==> src/rtl/usb_rx_bit_decoder.sv <==
// rtl/usb_rx_bit_decoder.sv - USB full-speed receive bit decoder (NRZI, SYNC, de-stuff, bytes, EOP)
//
// Purpose: decodes the synchronized D+ line of a full-speed USB receiver.
//   NRZI-decodes each bit-centre sample, hunts for SYNC and removes stuffed bits.
//   Assembles LSB-first bytes, flags EOP and feeds the serial CRC-16 checker
//   that sits directly downstream.
//
// Ports:
//   clk          system clock
//   nRst         asynchronous active-low reset
//   d_line       synchronized D+ level (idle J = 1)
//   se0          synchronized single-ended-zero indication
//   bit_strobe   one-cycle pulse at each bit-centre sample point
//   crc_din      de-stuffed data bit for the CRC checker (holds when not shifting)
//   crc_shift    pulse: crc_din carries a new payload bit
//   crc_clear    pulse: reset the CRC checker at start of packet
//   rx_byte      last completed byte, first received bit in bit 0
//   byte_valid   pulse: rx_byte updated
//   rcving       high from SYNC match until the EOP has been handled
//   stuff_error  sticky: seven consecutive ones seen, cleared back in IDLE
//   align_error  pulse: EOP arrived with a partial byte
//   eop_seen     pulse on EOP detection
module usb_rx_bit_decoder #(
  parameter int         STUFF_RUN    = 6,
  parameter logic [7:0] SYNC_PATTERN = 8'h80
) (
  input  logic       clk,
  input  logic       nRst,
  input  logic       d_line,
  input  logic       se0,
  input  logic       bit_strobe,
  output logic       crc_din,
  output logic       crc_shift,
  output logic       crc_clear,
  output logic [7:0] rx_byte,
  output logic       byte_valid,
  output logic       rcving,
  output logic       stuff_error,
  output logic       align_error,
  output logic       eop_seen
);

  localparam int                ONES_W      = $clog2(STUFF_RUN + 1);
  localparam logic [ONES_W-1:0] STUFF_LIMIT = ONES_W'(STUFF_RUN);
  localparam logic [ONES_W-1:0] ONES_ONE    = ONES_W'(1);

  typedef enum logic [2:0] {
    S_IDLE,
    S_SYNC,
    S_DATA,
    S_EOP_WAIT,
    S_ERR
  } state_t;

  state_t            state_q, state_d;
  logic              prev_line_q, prev_line_d;
  logic [2:0]        sync_cnt_q, sync_cnt_d;
  logic [ONES_W-1:0] ones_cnt_q, ones_cnt_d;
  logic [2:0]        bit_cnt_q, bit_cnt_d;
  logic [7:0]        shreg_q, shreg_d;

  logic       crc_din_d, crc_shift_d, crc_clear_d;
  logic [7:0] rx_byte_d;
  logic       byte_valid_d, rcving_d, stuff_error_d, align_error_d, eop_seen_d;

  // se0 wins over the data bit: an se0 strobe never decodes a bit.
  logic bit_valid, eop_strobe, dbit;
  assign bit_valid  = bit_strobe & ~se0;
  assign eop_strobe = bit_strobe & se0;
  assign dbit       = (d_line == prev_line_q);

  always_comb begin
    state_d       = state_q;
    prev_line_d   = prev_line_q;
    sync_cnt_d    = sync_cnt_q;
    ones_cnt_d    = ones_cnt_q;
    bit_cnt_d     = bit_cnt_q;
    shreg_d       = shreg_q;
    crc_din_d     = crc_din;
    crc_shift_d   = 1'b0;
    crc_clear_d   = 1'b0;
    rx_byte_d     = rx_byte;
    byte_valid_d  = 1'b0;
    rcving_d      = rcving;
    stuff_error_d = stuff_error;
    align_error_d = 1'b0;
    eop_seen_d    = 1'b0;

    if (bit_valid) begin
      prev_line_d = d_line;
    end

    case (state_q)
      S_IDLE: begin
        if (bit_valid && !dbit) begin
          state_d    = S_SYNC;
          sync_cnt_d = 3'd1;
        end
      end

      S_SYNC: begin
        if (eop_strobe) begin
          state_d = S_IDLE;
        end else if (bit_valid) begin
          if (dbit != SYNC_PATTERN[sync_cnt_q]) begin
            state_d = S_IDLE;
          end else if (sync_cnt_q == 3'd7) begin
            // The closing SYNC 1 already counts toward the stuffing run.
            state_d     = S_DATA;
            crc_clear_d = 1'b1;
            rcving_d    = 1'b1;
            ones_cnt_d  = ONES_ONE;
            bit_cnt_d   = 3'd0;
          end else begin
            sync_cnt_d = sync_cnt_q + 3'd1;
          end
        end
      end

      S_DATA: begin
        if (eop_strobe) begin
          state_d       = S_EOP_WAIT;
          eop_seen_d    = 1'b1;
          align_error_d = (bit_cnt_q != 3'd0);
        end else if (bit_valid) begin
          if (ones_cnt_q == STUFF_LIMIT) begin
            if (!dbit) begin
              ones_cnt_d = '0;
            end else begin
              stuff_error_d = 1'b1;
              state_d       = S_ERR;
            end
          end else begin
            crc_din_d   = dbit;
            crc_shift_d = 1'b1;
            // New bits enter at the MSB so the first one ends up in bit 0.
            shreg_d     = {dbit, shreg_q[7:1]};
            ones_cnt_d  = dbit ? (ones_cnt_q + ONES_ONE) : '0;
            bit_cnt_d   = bit_cnt_q + 3'd1;
            if (bit_cnt_q == 3'd7) begin
              rx_byte_d    = {dbit, shreg_q[7:1]};
              byte_valid_d = 1'b1;
            end
          end
        end
      end

      S_EOP_WAIT: begin
        if (bit_valid && d_line) begin
          state_d       = S_IDLE;
          rcving_d      = 1'b0;
          stuff_error_d = 1'b0;
          prev_line_d   = 1'b1;
        end
      end

      S_ERR: begin
        if (eop_strobe) begin
          state_d    = S_EOP_WAIT;
          eop_seen_d = 1'b1;
        end
      end

      default: begin
        state_d = S_IDLE;
      end
    endcase
  end

  always_ff @(posedge clk or negedge nRst) begin
    if (!nRst) begin
      state_q     <= S_IDLE;
      prev_line_q <= 1'b1;
      sync_cnt_q  <= 3'd0;
      ones_cnt_q  <= '0;
      bit_cnt_q   <= 3'd0;
      shreg_q     <= 8'h00;
      crc_din     <= 1'b0;
      crc_shift   <= 1'b0;
      crc_clear   <= 1'b0;
      rx_byte     <= 8'h00;
      byte_valid  <= 1'b0;
      rcving      <= 1'b0;
      stuff_error <= 1'b0;
      align_error <= 1'b0;
      eop_seen    <= 1'b0;
    end else begin
      state_q     <= state_d;
      prev_line_q <= prev_line_d;
      sync_cnt_q  <= sync_cnt_d;
      ones_cnt_q  <= ones_cnt_d;
      bit_cnt_q   <= bit_cnt_d;
      shreg_q     <= shreg_d;
      crc_din     <= crc_din_d;
      crc_shift   <= crc_shift_d;
      crc_clear   <= crc_clear_d;
      rx_byte     <= rx_byte_d;
      byte_valid  <= byte_valid_d;
      rcving      <= rcving_d;
      stuff_error <= stuff_error_d;
      align_error <= align_error_d;
      eop_seen    <= eop_seen_d;
    end
  end

endmodule

==> config.mk <==
export PLATFORM = sky130hd
export DESIGN_NAME = usb_rx_bit_decoder
export DESIGN_NICKNAME = d
export VERILOG_FILES = /design/src/rtl/usb_rx_bit_decoder.sv
export SDC_FILE = /design/constraint.sdc
export NUM_CORES = 1
export LEC_CHECK = 0
export CAP_MARGIN = 40
export CORE_ASPECT_RATIO = 1.2
export CORE_MARGIN = 2
export CORE_UTILIZATION = 50
export DETAILED_ROUTE_END_ITERATION = 12
export GPL_ROUTABILITY_DRIVEN = 0
export GPL_TIMING_DRIVEN = 0
export PLACE_DENSITY = 0.73
export SYNTH_ARGS = -nofsm -noshare
export SYNTH_HDL_FRONTEND = slang
export SYNTH_SLANG_ARGS = --single-unit
==> constraint.sdc <==
create_clock -name clk -period 5.7 [get_ports clk]
set_input_delay 1.71 -clock clk [delete_from_list [all_inputs] [get_ports clk]]
set_output_delay 1.71 -clock clk [all_outputs]
set_load 0.05 [all_outputs]
# ---- Word-level counts from Yosys, hierarchy flattened
# Memory sizes are Yosys's and may differ from the RTL's.
# Index checks and enable logic that the tools add are counted.
dict set report word_totals {
  mem_count 1
  output_inout_bits 16
  ff_bits 37
  romBits 8
}
# name words word_bits rd rd_clocked_by_memory_dff write_ports line_no
set memory_table {}
lappend memory_table {{(no name shown)} 8 1 1 0 0 105} ;# if (dbit != SYNC_PATTERN[sync_cnt_q]) begin
dict set report op_classes {
  n_mux 68
  n_lt_le_gt_ge 1
  n_bitwise 5
  addsub 3
  n_reduce_logical 18
  n_eq_ne 28
}
# operator count
set ops {}
lappend ops {{3-bit 2-to-1 mux} 31}
lappend ops {{1-bit 2-to-1 mux} 31}
lappend ops {{2-bit inequality test (second input constant)} 13}
lappend ops {{8-bit AND reduction} 3}
lappend ops {{3-bit case mux with 2 select lines} 3}
lappend ops {{6-bit AND reduction} 3}
lappend ops {{3-bit inequality test (second input constant)} 5}
lappend ops {{3-bit case mux with 5 select lines} 1}
lappend ops {{3-bit == test (second input constant)} 4}
lappend ops {{3-bit by 1-bit adder with 3-bit output (second input constant)} 3}
lappend ops {{2-bit nonzero test} 4}
lappend ops {{3-bit by 2-bit == test with 1-bit output (second input constant)} 2}
lappend ops {{5-bit AND reduction} 1}
lappend ops {{3-bit by 4-bit < comparator with 1-bit output (second input constant)} 1}
lappend ops {{4-bit inequality test (second input constant)} 1}
lappend ops {{1-bit case mux with 2 select lines} 2}
lappend ops {{4-bit AND reduction} 1}
lappend ops {{3-bit by 1-bit == test with 1-bit output (second input constant)} 1}
lappend ops {{3-bit logical NOT} 1}
lappend ops {{1-bit NOT} 3}
lappend ops {{3-bit nonzero test} 1}
lappend ops {{1-bit AND} 2}
lappend ops {{1-bit logical AND} 2}
lappend ops {{2-bit OR reduction} 1}
lappend ops {{other kinds (3)} 3}

# ---- Logic depth before layout (Yosys ltp)
dict set report logic_depth {
  depth_word 7
  mapped_depth 8
  depth_no_buf 8
}

# ---- Worst setup path before layout
# Ideal clock, no wire load.
dict set report synth_timing {
  path_type {input -> register}
  startpoint {input port d_line}
  endpoint {register state_q[0]}
  required_ns 5.575
  t_arrival_ns 3.317
  path_buffers 0
  path_slack_ns 2.258
  stages 7
  cell_sequence {xor2_2 > inv_2 > ha_1 > nor4_2 > a21oi_1 > o21ai_2 > mux2_4}
}
dict set report synth_via {
  elab_chain_len 6
  word_cells_on_any_way 14
}
# item line_no
set synth_lines {}
lappend synth_lines {{start: declaration} 29} ;# input logic d_line,
lappend synth_lines {{1-bit == test (*)} 70} ;# assign dbit = (d_line == prev_line_q);
lappend synth_lines {{net dbit} 67} ;# logic bit_valid, eop_strobe, dbit;
lappend synth_lines {{1-bit inequality test} 105}
lappend synth_lines {{3-bit 2-to-1 mux} 105}
lappend synth_lines {{3-bit 2-to-1 mux} 104} ;# end else if (bit_valid) begin
lappend synth_lines {{3-bit 2-to-1 mux} 102} ;# if (eop_strobe) begin
lappend synth_lines {{3-bit case mux with 5 select lines} 93} ;# case (state_q)
lappend synth_lines {{end signal: assignment} 188} ;# state_q <= state_d;
lappend synth_lines {{end: declaration} 55} ;# state_t state_q, state_d;
# Mark *: on every way through the listed nets, which the timed path passes. The rest lies on a longest branch. The select of a mux whose other input is x is not followed.
# A chain may end at the register's enable or synchronous reset.

# ---- Final worst setup path
# Ends and elaborated chain as after synthesis.

==> results by group <==
STA
  • Peak Freq: 0.2493 GHz
  • Fin. Hold Viols: 0
  • Worst slew pin tran: 0.7475 ns
  • Final worst slack: 1.688 ns
  • Minimum clock period: 4.012 ns
  • Final setup violation count: 0
  • RSZ-0062 raised after global routing: false
  • Setup TNS: 0 ns
  • Crit share post-route: 70.38%
  • Worst slew margin: 50.16%
  • Skew final: 0.006922 ns
  • Final Max Slew Viols: 0

Floorplanning
  • Initial Utilization: 51.26%
  • Chip height: 67.53 µm
  • CORE AREA: 3281 µm²
  • I/O pins: 21
  • Row Count: 23
  • Die Width: 56.94 µm
  • Die ar.: 3845 µm²

Worst setup path
  • Critical Path RT: 5.87 ns
  • Critical Path Fanout Max: 6
  • CP top delay family: buffers and inverters
  • Reg2Reg Setup Slack: 3.18 ns
  • CP cell instances: clkdlybuf4s50_1, xor2_2, inv_2, ha_1, nor4_2, a21oi_1, o21ai_2, mux2_4
  • Worst Reg2Reg Path Length in Cells: 7
  • Slowest CP cell: clkdlybuf4s50_1
  • WS Path Type: input pin to register
  • Endpoint of the worst-slack reg-to-reg timing path: state_q[0]
  • Worst setup SP type: input pin
  • Critical Path Sink Type: register
  • Crit path DAT: 4.19 ns
  • Buf/Inv on CP: 2
  • Setup crit start: d_line
  • Crit-path max cell delay: 0.61 ns

Logic synthesis
  • Top_reg_cell synth: dfrtp_1
  • Yosys reg bits: 35
  • Synth Cell Area: 1682 µm²
  • Distinct cells, synth: 40
  • Seq/Total Area, Yosys: 52.16%
  • Fraction of registers with async set or reset after synthesis: 100.0%
  • Gate Count Post-Synth: 159
  • Synth Warn #: 0
  • Post-Syn Area per Cell: 10.58 µm²
  • Number of synthesized flops with an enable pin: 0
  • Syn_nets: 172

Hold path
  • Tightest Hold Check Type: register to register
  • Hold Crit Endpoint: shreg_q[1]
  • Worst Hold Path Cells: 2
  • HP Start: shreg_q[1]

Clocking
  • Postcts setup bufs: 0
  • TritonCTS Buffers: 5
  • CTS HTree Levels: 2
  • CTS max path bufs: 2
  • Clk root buf: clkbuf_8
  • Reg clk slew, reported paths: 0.07 ns
  • Hold Buf Count CTS: 0
  • Worst skew pair latency: 0.28 ns
  • CTS tree: yes
  • Sink Count: 35
  • # resized after CTS: 0

Placement
  • Port Buffer Count: 20
  • HPWL after DPL: 2219 µm
  • Worst slack, placed: 1.390 ns

Cells and area
  • Ant. Diodes: 0
  • Area Overhead vs Synth: 20.31%
  • Layout cells sized above 1: 12.30%
  • Filler Cells Inserted: 295
  • Nets: 199

Global route
  • Global-route usage over all layers: 17.87%
  • Antenna violations before repair: 0
  • Pin count of the biggest net entering global routing: 36
  • GRT Residual Overflow: 0
  • First-pass GRT wire length: 5244 µm
  • Vias in the first global route: 1,198

Routing
  • Detailed-route via count: 1,246
  • # DRC: 0
  • Wire per inst: 13.50 µm
  • Via density: 5.563
  • Drt total wl: 3023 µm
  • Initial drt markers: 28
  • Antenna Nets Post-Route: 0
  • Drt pass-1 iters: 4

Job
  • Max_cap viols: 0

Power
  • Pwr Density: 371.9 nW/µm²
  • Lkg Pwr: 1.005 nW
  • VDD IR-drop max: 212.0 µV

Run status
  • Status: finished, final reports clean
## layout make-up
type | count | area, µm² | area share [%]
timing repair buffer | 20 | 195.2 | 9.647
multi-input combinational | 111 | 750.7 | 37.11
sequential | 35 | 877.1 | 43.35
buffer | 4 | 18.77 | 0.9276
inverter | 9 | 35.03 | 1.732
tap | 37 | 46.29 | 2.288
clock buffer | 8 | 100.1 | 4.947
## cell usage in the layout, fill, tap and decap left out, types with 2 or more instances in the layout
master           instances
mux2_4                   2
a22o_1                   2
nand2b_1                 2
nor3_1                   3
nand2_1                 35
a21oi_1                  4
nand3_1                  6
clkbuf_1                 2
nand4b_1                 2
nor2b_1                  2
clkdlybuf4s50_1         19
a32oi_1                  2
o21ai_0                 10
dfrtp_1                 34
ha_1                     8
nor2_1                   5
buf_2                    4
mux2_1                   8
clkbuf_8                 7
and2_1                   2
inv_1                    7
## worst max path at each step
stage	slack (ns)	to	cells past startpoint
after floorplan	2.26	state_q[0]	7
after global placement	1.37	state_q[1]	8
after detailed placement	1.39	state_q[0]	8
after CTS	1.69	state_q[0]	8
after global routing	1.56	state_q[0]	8
final	1.69	state_q[0]	8
## Yosys cell counts (2+ instances only)
library cell / n / share of area (%)
nor2b_1: 2 / 0.74
mux2_1: 8 / 5.4
nor2_1: 5 / 1.1
dfrtp_1: 34 / 51
a22o_1: 2 / 1.0
nor3_1: 3 / 0.89
o21ai_0: 10 / 3.0
buf_2: 3 / 0.89
nand2_1: 35 / 7.8
and2_1: 2 / 0.74
a32oi_1: 2 / 1.0
inv_1: 7 / 1.6
nand3_1: 6 / 1.8
nand4b_1: 2 / 1.0
mux2_4: 2 / 1.8
a21oi_1: 4 / 1.2
ha_1: 8 / 6.0
nand2b_1: 2 / 0.74
## flip-flops by register name, summed over array words and instances, names as in the netlist, 3 cells and up, named ones only
signal	cells
sync_cnt_q	3
shreg_q	6
bit_cnt_q	3
ones_cnt_q	3
rx_byte	8
state_q	3
## power breakdown
group	total [mW]	internal, mW	leakage (nW)	switching, mW
sequential	0.329	0.292	0.469	0.0372
clock	0.196	0.110	0.0515	0.0861
combinational	0.227	0.0959	0.484	0.131
## through the flow
step | instances | power, mW | instance area, µm² | hold WS (ns) | util [%]
global route | 224 | 0.8008 | 2023 | 0.5125 | 61.67
finish | 224 | 0.7524 | 2023 | 0.4865 | 61.67
floorplan | 159 | 0.4998 | 1682 | 0.4386 | -
detailed placement | 216 | 0.5621 | 1923 | 0.4795 | 58.62
global placement | 216 | 0.5510 | 1928 | 0.4584 | 58.77
CTS | 224 | 0.7614 | 2023 | 0.4965 | 61.67
## worst register-to-register path, stage by stage, from the launching register on
cell and delay [ns]:
dfstp_2 0.56, xor2_2 0.30, inv_2 0.14, ha_1 0.34
nor4_2 0.42, a21oi_1 0.14, o21ai_2 0.19, mux2_4 0.32
## logic make-up (layout without fill, tap and decap cells)
family	count (synthesis)	count (layout)	share of synthesized area [%]
compound gates	25	25	9.599
xor+xnor	2	2	1.488
fa+ha+maj	8	8	5.953
buf+inv	13	41	3.199
flops	35	35	52.16
mux	11	11	7.738
simple gates	65	65	19.87
## per-layer routing
layer	vias to the layer above	global-route usage, %	wire (µm)
li1	602	-	-
met1	607	21.45	1344
met2	30	30.03	1498
met3	7	5.172	129
met4	0	7.849	49
met5	-	0	0
No activity file was read; power rests on OpenSTA's default activity.
